[config.mk]
export PLATFORM = sky130hd
export DESIGN_NAME = fp16_accum_master
export DESIGN_NICKNAME = d
export VERILOG_FILES = /design/src/rtl/fp16_pkg.sv /design/src/rtl/fp16_lat_timer.sv /design/src/rtl/fp16_accum_master.sv
export SDC_FILE = /design/constraint.sdc
export NUM_CORES = 1
export LEC_CHECK = 0
export CAP_MARGIN = 20
export CORE_MARGIN = 4
export CORE_UTILIZATION = 50
export CTS_BUF_LIST = sky130_fd_sc_hd__clkbuf_2
export CTS_CLUSTER_DIAMETER = 150
export DETAILED_ROUTE_END_ITERATION = 6
export HOLD_SLACK_MARGIN = 0.06
export PLACE_DENSITY = 0.88
export RECOVER_POWER = 50
export SYNTH_ARGS = -nofsm -noshare
export SYNTH_HDL_FRONTEND = slang
export SYNTH_SLANG_ARGS = --single-unit
[constraint.sdc]
create_clock -name clk_44 -period 4.09 [get_ports clk_44]
set_input_delay 0.818 -clock clk_44 [delete_from_list [all_inputs] [get_ports clk_44]]
set_output_delay 0.818 -clock clk_44 [all_outputs]
set_load 0.02 [all_outputs]
[src/rtl/fp16_pkg.sv]
// Shared FP16 definitions for the adder-side blocks: word format, constants and the
// accumulator master FSM encoding.
package fp16_pkg;

   localparam int REG_SIZE = 16;
   localparam int EXP_SIZE = 5;
   localparam int FRA_SIZE = 10;
   localparam int BIAS     = (1 << (EXP_SIZE - 1)) - 1;

   localparam logic [REG_SIZE-1:0] FP16_ZERO = 16'h0000;
   localparam logic [REG_SIZE-1:0] FP16_ONE  = 16'h3C00;

   typedef enum logic [2:0] {
      ST_IDLE,
      ST_SETUP,
      ST_STROBE,
      ST_WAIT,
      ST_CAPTURE,
      ST_EMIT
   } accum_state_e;

endpackage : fp16_pkg

[src/rtl/fp16_lat_timer.sv]
// Load/decrement down-counter that times the adder latency; done_o is high while the
// count sits at zero.
module fp16_lat_timer #(
   parameter int ADD_LATENCY = 8
) (
   input  logic clk_44,
   input  logic reset_44,
   input  logic load_i,
   input  logic dec_i,
   output logic done_o
);

   localparam int                CNT_W    = (ADD_LATENCY > 2) ? $clog2(ADD_LATENCY) : 1;
   localparam logic [CNT_W-1:0]  LOAD_VAL = CNT_W'(ADD_LATENCY - 1);

   logic [CNT_W-1:0] cnt_q;
   logic [CNT_W-1:0] cnt_d;

   always_comb begin
      cnt_d = cnt_q;
      if (load_i) begin
         cnt_d = LOAD_VAL;
      end else if (dec_i && (cnt_q != '0)) begin
         cnt_d = cnt_q - CNT_W'(1);
      end
   end

   // NOTE: sequential state uses non-blocking assignments so every flop samples pre-edge values.
   always_ff @(posedge clk_44 or negedge reset_44) begin
      if (!reset_44) begin
         cnt_q <= '0;
      end else begin
         cnt_q <= cnt_d;
      end
   end

   assign done_o = (cnt_q == '0);

endmodule : fp16_lat_timer

[src/rtl/fp16_accum_master.sv]
// Folds each valid/ready packet of FP16 values into one sum by issuing operand pairs to
// the external FP16 adder, capturing every result, and emitting the final sum.
module fp16_accum_master #(
   parameter int REG_SIZE    = fp16_pkg::REG_SIZE,
   parameter int EXP_SIZE    = fp16_pkg::EXP_SIZE,
   parameter int FRA_SIZE    = fp16_pkg::FRA_SIZE,
   parameter int ADD_LATENCY = 8
) (
   input  logic                clk_44,
   input  logic                reset_44,
   input  logic                in_valid_44,
   output logic                in_ready_44,
   input  logic [REG_SIZE-1:0] in_data_44,
   input  logic                in_last_44,
   output logic                out_valid_44,
   input  logic                out_ready_44,
   output logic [REG_SIZE-1:0] out_data_44,
   output logic [REG_SIZE-1:0] addIn1_44,
   output logic [REG_SIZE-1:0] addIn2_44,
   output logic                data_incoming_44,
   input  logic [REG_SIZE-1:0] addOut_44
);

   import fp16_pkg::*;

   typedef struct packed {
      logic                sign;
      logic [EXP_SIZE-1:0] exp;
      logic [FRA_SIZE-1:0] frac;
   } fp_word_t;

   accum_state_e        state_q, state_d;
   logic                collect_q, collect_d;
   logic                last_q, last_d;
   fp_word_t            acc_q, acc_d;
   logic [REG_SIZE-1:0] op1_q, op1_d;
   logic [REG_SIZE-1:0] op2_q, op2_d;
   logic                in_ready_q;
   logic                out_valid_q;
   logic                strobe_q;

   logic                in_hs;
   logic                out_hs;
   logic                timer_load;
   logic                timer_done;

   assign in_hs  = in_valid_44 && in_ready_q;
   assign out_hs = out_valid_q && out_ready_44;

   fp16_lat_timer #(
      .ADD_LATENCY (ADD_LATENCY)
   ) u_lat_timer (
      .clk_44   (clk_44),
      .reset_44 (reset_44),
      .load_i   (timer_load),
      .dec_i    (state_q == ST_WAIT),
      .done_o   (timer_done)
   );

   // NOTE: every combinational output gets a default first, so no path leaves it unassigned (no latches).
   always_comb begin
      state_d    = state_q;
      collect_d  = collect_q;
      last_d     = last_q;
      acc_d      = acc_q;
      op1_d      = op1_q;
      op2_d      = op2_q;
      timer_load = 1'b0;

      unique case (state_q)
         ST_IDLE: begin
            if (in_hs) begin
               if (!collect_q) begin
                  acc_d = fp_word_t'(in_data_44);
                  if (in_last_44) begin
                     state_d = ST_EMIT;
                  end else begin
                     collect_d = 1'b1;
                  end
               end else begin
                  op1_d   = acc_q;
                  op2_d   = in_data_44;
                  last_d  = in_last_44;
                  state_d = ST_SETUP;
               end
            end
         end
         ST_SETUP: begin
            state_d = ST_STROBE;
         end
         ST_STROBE: begin
            timer_load = 1'b1;
            state_d    = ST_WAIT;
         end
         ST_WAIT: begin
            if (timer_done) begin
               state_d = ST_CAPTURE;
            end
         end
         ST_CAPTURE: begin
            acc_d = fp_word_t'(addOut_44);
            if (last_q) begin
               collect_d = 1'b0;
               state_d   = ST_EMIT;
            end else begin
               state_d   = ST_IDLE;
            end
         end
         ST_EMIT: begin
            if (out_hs) begin
               state_d = ST_IDLE;
            end
         end
         default: begin
            state_d = ST_IDLE;
         end
      endcase
   end

   // Handshake/strobe outputs are registered from the next state so they align with it
   // and come out of reset at zero.
   always_ff @(posedge clk_44 or negedge reset_44) begin
      if (!reset_44) begin
         state_q     <= ST_IDLE;
         collect_q   <= 1'b0;
         last_q      <= 1'b0;
         acc_q       <= fp_word_t'(FP16_ZERO);
         op1_q       <= FP16_ZERO;
         op2_q       <= FP16_ZERO;
         in_ready_q  <= 1'b0;
         out_valid_q <= 1'b0;
         strobe_q    <= 1'b0;
      end else begin
         state_q     <= state_d;
         collect_q   <= collect_d;
         last_q      <= last_d;
         acc_q       <= acc_d;
         op1_q       <= op1_d;
         op2_q       <= op2_d;
         in_ready_q  <= (state_d == ST_IDLE);
         out_valid_q <= (state_d == ST_EMIT);
         strobe_q    <= (state_d == ST_STROBE);
      end
   end

   assign in_ready_44      = in_ready_q;
   assign out_valid_44     = out_valid_q;
   assign out_data_44      = acc_q;
   assign addIn1_44        = op1_q;
   assign addIn2_44        = op2_q;
   assign data_incoming_44 = strobe_q;

endmodule : fp16_accum_master
==> results.toml, run 1 <==
[pwr]
pwr-share-comb_pct = 37.7
p_seq_share_pct = 44.9
p_leak_uw = 0.00163
powerDensity_nw_per_um2 = 560
p_sw_uw = 674
p_clk_share_pct = 17.4
sw_frac_of_total_pct = 34.5
max-vdd-ir-drop_uv = 277
p_int_uw = 1280

[synthesis]
synth_mux_area_share_pct = 15.1
synthDistinctLibCells = 34
synth-simple-area-share_pct = 11.1
syn_area_um2 = 2460
synth_top_family_by_area = "multiplexers"
synthAdderAreaFrac_pct = 1.02
synth_edf_count = 0
synth_flop_cell = "dfrtp_1"
ys_seq_area_share_pct = 60.0
synthArstFlopShare_pct = 100
syn_avg_cell_area_um2 = 14.1
ys_warn_count = 0
ys_ff_latch = 59
synth_compound_area_share_pct = 10.2
syn_inst = 174
synth.net_count = 213
synth_xor_xnor_area_share_pct = 0

[sta]
fin_ws_ns = 1.68
finalSetupViolCount = 0
worstMarginPinSlew_ns = 1.43
rsz0062_at_grt = "no"
finalSetupTns_ns = 0
clock.fmax_mhz = 414
hold_viol = 0
fin_skew_ns = 0.0225
slew_violations = 0
min_period_ns = 2.41
post-route-period-util_pct = 59.0
relSlewSlack_pct = 4.74

[floorplan]
placementRows = 25
die-area_um2 = 6110
initial_core_util_pct = 51.7
die_w_um = 78.1
io_pins = 88
core_um2 = 4750
die_h_um = 78.1

[clock_tree]
htreeDepth = 3
cts_tree = "done"
ctsResizeCount = 0
postCtsSetupBuffers = 0
hold_buffers = 0
clk_path_buf_depth = 2
cts_root_buf = "clkbuf_2"
clock_sinks = 59
clk_latency_ns = 0.48
numCtsBuffers = 9
cts.clk_slew.worst_paths_ns = 0.14

[layout]
syn2layout_area_growth_pct = 41.5
utilization_pct = 73.2
final_cells = 337
antenna_cells = 0
fin_nets = 305
num-fill-cells = 352
layout-drive-gt1-share_pct = 22.6

[route]
ant_nets = 0
via_per_inst = 5.47
routed-via-count = 1842
wl_per_cell_um = 18.2
dr.pass1.iters = 4
drc = 0
drt_iter0_drc = 133
wl_mm = 6.12

[critical_path]
path_cells = "or4b_4 > nor3b_4 > a221o_2"
r2r_cells = 3
rr_endpoint = "out_data_44[8]"
cp_slowest_cell = "nor3b_4"
endpoint_kind = "flop"
cp-start-kind = "flop"
r2r-start = "state_q[2]"
path_buf_inv = 0
max_stage_delay_ns = 0.71
cp.arrival_ns = 2.82
rrSetupSlack_ns = 1.68
critPathMaxFanout = 24
critPathKind = "flop to flop"
crit_required_ns = 4.50
cp_top_family = "simple AND/OR/NAND/NOR gates"

[run_status]
outcome = "finished, final reports clean"

[min_path]
min_path_type = "flop to flop"
whs_endpoint = "u_lat_timer.cnt_q[0]"
hp-start = "u_lat_timer.cnt_q[0]"
hold_depth = 1

[global_route]
grt_overflow = 0
grt_pass1_vias = 1962
antenna_found_initial = 0
track_usage_pct = 21.9
grt_pass1_wl_mm = 10.1
grt_max_degree = 34

[placed_design]
dp_slack_ns = 1.62
dp_cells = 322
gp_congestion = 0.783
dpl.hpwl_mm = 4.42
port_buffers = 87

[flow_run]
drv_cap = 0
==> worst max-delay path by stage <==
stage	from	end	slack, ns	depth (start not counted)
floorplan	in_valid_44	addIn2_44[0]	2.23	4
global placement	in_valid_44	addIn2_44[10]	1.68	4
detailed placement	in_valid_44	addIn2_44[13]	1.62	4
CTS	state_q[2]	out_data_44[8]	1.68	3
global route	state_q[2]	out_data_44[8]	1.53	3
finish	state_q[2]	out_data_44[8]	1.68	3
==> layout make-up <==
type                    instances  area (um^2)  share of cell area (%)
inverters                       3         11.3                   0.324
repair buffers                 91          891                    25.6
multi-input cells             102          921                    26.5
clock buffers                  11         55.1                    1.58
well taps                      67         83.8                    2.41
clock inverters                 4         42.5                    1.22
flip-flops and latches         59         1480                    42.4
==> cell usage in the layout, fill, tap and decap left out, types with 2 or more instances in the layout <==
| cell | n |
|---|---|
| and3_1 | 18 |
| a221o_2 | 8 |
| clkdlybuf4s50_1 | 86 |
| clkbuf_1 | 2 |
| ha_1 | 2 |
| nand2_1 | 2 |
| dfrtp_1 | 59 |
| nor3b_1 | 2 |
| clkbuf_2 | 11 |
| a21oi_1 | 2 |
| and3b_1 | 2 |
| a221o_1 | 8 |
| clkinv_1 | 2 |
| inv_1 | 3 |
| a2bb2oi_1 | 2 |
| nor2_1 | 3 |
| nor4b_1 | 2 |
| mux2_2 | 33 |
| buf_4 | 3 |
| nor2b_1 | 2 |
==> synthesized netlist by cell type (all sizes together) (2+ instances only) <==
cell type | number | area share, %
ha | 2 | 1.0
mux2 | 33 | 15
inv | 3 | 0.46
and3b | 2 | 0.71
a2bb2oi | 2 | 0.71
and3 | 18 | 4.6
dfrtp | 59 | 60
a21oi | 2 | 0.41
nand2 | 2 | 0.31
a221o | 16 | 6.9
nor2b | 2 | 0.51
nor2 | 3 | 0.46
clkbuf | 4 | 0.61
buf | 6 | 1.5
nor4b | 2 | 0.71
nor3b | 3 | 1.4
==> power by group through the flow <==
stage               Sequential (uW)  Combinational (uW)  Clock [uW]
finish                          876                 735         340
global route                    903                 779         379
CTS                             874                 746         346
detailed placement              888                 744           0
global placement                881                 721           0
floorplan                      1000                 244           0
==> flip-flops by register name, summed over array words and instances, names as in the netlist <==
register           flops
addIn1_44             16
addIn2_44             16
out_data_44           16
state_q                3
u_lat_timer.cnt_q      3
collect_q              1
data_incoming_44       1
in_ready_44            1
last_q                 1
out_valid_44           1
==> kinds of logic after synthesis <==
logic type | count (synthesis)
compound gates | 27
fa+ha+maj | 2
buf+inv | 13
flops | 59
mux | 33
simple gates | 40
==> per-stage QoR <==
stage,total power [uW],hold slack (ns),cell area [um^2]
finish,1950,0.493,3480
global route,2060,0.523,3480
CTS,1970,0.306,3490
detailed placement,1630,0.482,3390
global placement,1600,0.459,3390
floorplan,1250,0.441,2460
==> layer usage <==
layer	up-vias	global-route usage [%]	routed length (um)
met5	-	0	0
met4	0	10.3	165
met3	15	6.08	247
met2	55	36.6	3200
met1	932	26.4	2510
li1	840	-	-
==> worst register-to-register path, delay by kind of cell (launching register included) <==
family	cells	cell delay, ns
AO/OA/AOI/OAI	1	0.30
flip-flops	1	0.68
AND/OR/NAND/NOR	2	1.37
(Power assumes the default switching activity.)
==> run 2: changes to the inputs <==
Settings changed: CORE_UTILIZATION 50 to 46, PLACE_DENSITY 0.88 to 0.82.
Clock period 4.09 ns to 2.4 ns, I/O delays scaled along.
==> run 2 against run 1 <==
Net effect:
- via count shrank 1.8%
- clock power is 35% higher
- sequential power increased by 69%
- clock skew fell by 0.0063 ns
- final area up 1.2%
- largest power group unchanged
- die area increased by 7.8%
- largest cell class unchanged
- final cell count up 1.8%
==> results.toml, run 2 (same netlist as run 1, synthesis figures left out) <==
[run_status]
outcome = "finished, final reports clean"

[pwr]
p_clk_share_pct = 14.3
max-vdd-ir-drop_uv = 573
p_sw_uw = 1150
p_leak_uw = 0.00164
p_int_uw = 2070
sw_frac_of_total_pct = 35.7
powerDensity_nw_per_um2 = 914
pwr-share-comb_pct = 39.6
p_seq_share_pct = 46.1

[route]
wl_per_cell_um = 17.7
routed-via-count = 1809
drt_iter0_drc = 95
ant_nets = 0
drc = 0
via_per_inst = 5.27
dr.pass1.iters = 4
wl_mm = 6.05

[critical_path]
critPathKind = "flop to flop"
critPathMaxFanout = 33
cp-start-kind = "flop"
rrSetupSlack_ns = 0.32
r2r_cells = 5
cp.arrival_ns = 2.42
crit_required_ns = 2.74
endpoint_kind = "flop"

[placed_design]
gp_congestion = 0.782
port_buffers = 87
dpl.hpwl_mm = 4.46
dp_slack_ns = 0.406
dp_cells = 327

[global_route]
antenna_found_initial = 0
grt_pass1_vias = 1931
grt_pass1_wl_mm = 9.87
track_usage_pct = 20.3
grt_overflow = 0
grt_max_degree = 39

[floorplan]
die_h_um = 81.1
initial_core_util_pct = 47.9
die_w_um = 81.1
die-area_um2 = 6580
io_pins = 88
core_um2 = 5140
placementRows = 26

[sta]
worstMarginPinSlew_ns = 1.30
min_period_ns = 2.08
rsz0062_at_grt = "no"
fin_skew_ns = 0.0161
hold_viol = 0
slew_violations = 0
clock.fmax_mhz = 481
fin_ws_ns = 0.320
fin_hold_ws_ns = 0.494
finalSetupTns_ns = 0
finalSetupViolCount = 0
post-route-period-util_pct = 86.7
relSlewSlack_pct = 13.6

[clock_tree]
clock_sinks = 59
postCtsSetupBuffers = 0
htreeDepth = 3
cts_root_buf = "clkbuf_2"
cts_tree = "done"
ctsResizeCount = 0
clk_path_buf_depth = 2
numCtsBuffers = 9
cts.clk_slew.worst_paths_ns = 0.15
clk_latency_ns = 0.46

[layout]
antenna_cells = 0
syn2layout_area_growth_pct = 43.1
layout_common_cells = "clkdlybuf4s50_1 (86), dfrtp_1 (59), mux2_2 (33)"
layout-drive-gt1-share_pct = 22.7
num-fill-cells = 411
final_cells = 343
fin_nets = 308
final_common_cell = "clkdlybuf4s50_1"

[min_path]
hold_depth = 1
min_path_type = "flop to flop"

[flow_run]
drv_cap = 0
## run 2: cell count changes in the layout (fill, tap and decap cells not counted), sizes merged
| cell | before | now |
|---|---|---|
| buf | 3 | 5 |
| bufinv | 1 | 0 |
| dlygate4sd3 | 0 | 1 |
| clkinv | 3 | 5 |
| clkbuf | 13 | 12 |
## run 2: final cells by class
class / instances / area (um^2) / area share [%]
Sequential cell: 59 / 1480 / 41.9
Timing Repair Buffer: 94 / 953 / 27.1
Multi-Input combinational cell: 102 / 921 / 26.2
Tap cell: 70 / 87.6 / 2.49
Clock buffer: 10 / 50.0 / 1.42
Clock inverter: 5 / 21.3 / 0.604
Inverter: 3 / 11.3 / 0.320
## run 2: power by group through the flow
stage / Clock, uW / Sequential [uW] / Combinational, uW
after CTS: 474 / 1480 / 1300
final: 460 / 1480 / 1280
after floorplan: 0 / 1710 / 415
after global placement: 0 / 1490 / 1250
after detailed placement: 0 / 1500 / 1290
after global routing: 529 / 1520 / 1360
## run 2: path summary, 6_finish.rpt
kind	startpoint	to
setup / recovery	state_q[2]	addIn2_44[3]
hold / removal	u_lat_timer.cnt_q[0]	u_lat_timer.cnt_q[0]
setup reg to reg	state_q[2]	addIn2_44[3]
hold reg to reg	u_lat_timer.cnt_q[0]	u_lat_timer.cnt_q[0]
max in group asynchronous	reset_44	addIn2_44[6]
min in group asynchronous	reset_44	out_data_44[4]
## run 2: worst max-delay path, cell delays in order (launching register included)
cell      delay (ns)
dfrtp_1         0.41
clkbuf_1        0.38
nor3_1          0.32
and4_1          0.27
buf_12          0.22
mux2_2          0.36
## run 2: routing by layer
layer,wire (um),vias to the layer above,global-route usage (%)
met5,0,-,0
met4,55,0,7.94
met3,342,5,5.76
met2,3160,52,34.2
met1,2500,896,24.5
li1,-,856,-
## run 2: per-stage QoR
stage	utilization, %	area, um^2	power [uW]
2_1_floorplan	-	2460	2120
3_3_place_gp	67.0	3440	2740
3_5_place_dp	67.0	3440	2790
4_1_cts	68.6	3530	3250
5_1_grt	68.5	3520	3410
6_report	68.5	3520	3220
## run 2: timing repair
| action | in CTS | in global routing |
|---|---|---|
| hold endpoints to repair | 21 | 0 |
| hold buffers | 1 | 0 |
| setup endpoints to repair | 0 | 0 |
==> run 3: changes to the inputs <==
Settings changed: HOLD_SLACK_MARGIN 0.06 to unset.
==> results of run 3 <==
The final DEF is identical to that of run 2; final timing and power are the same.
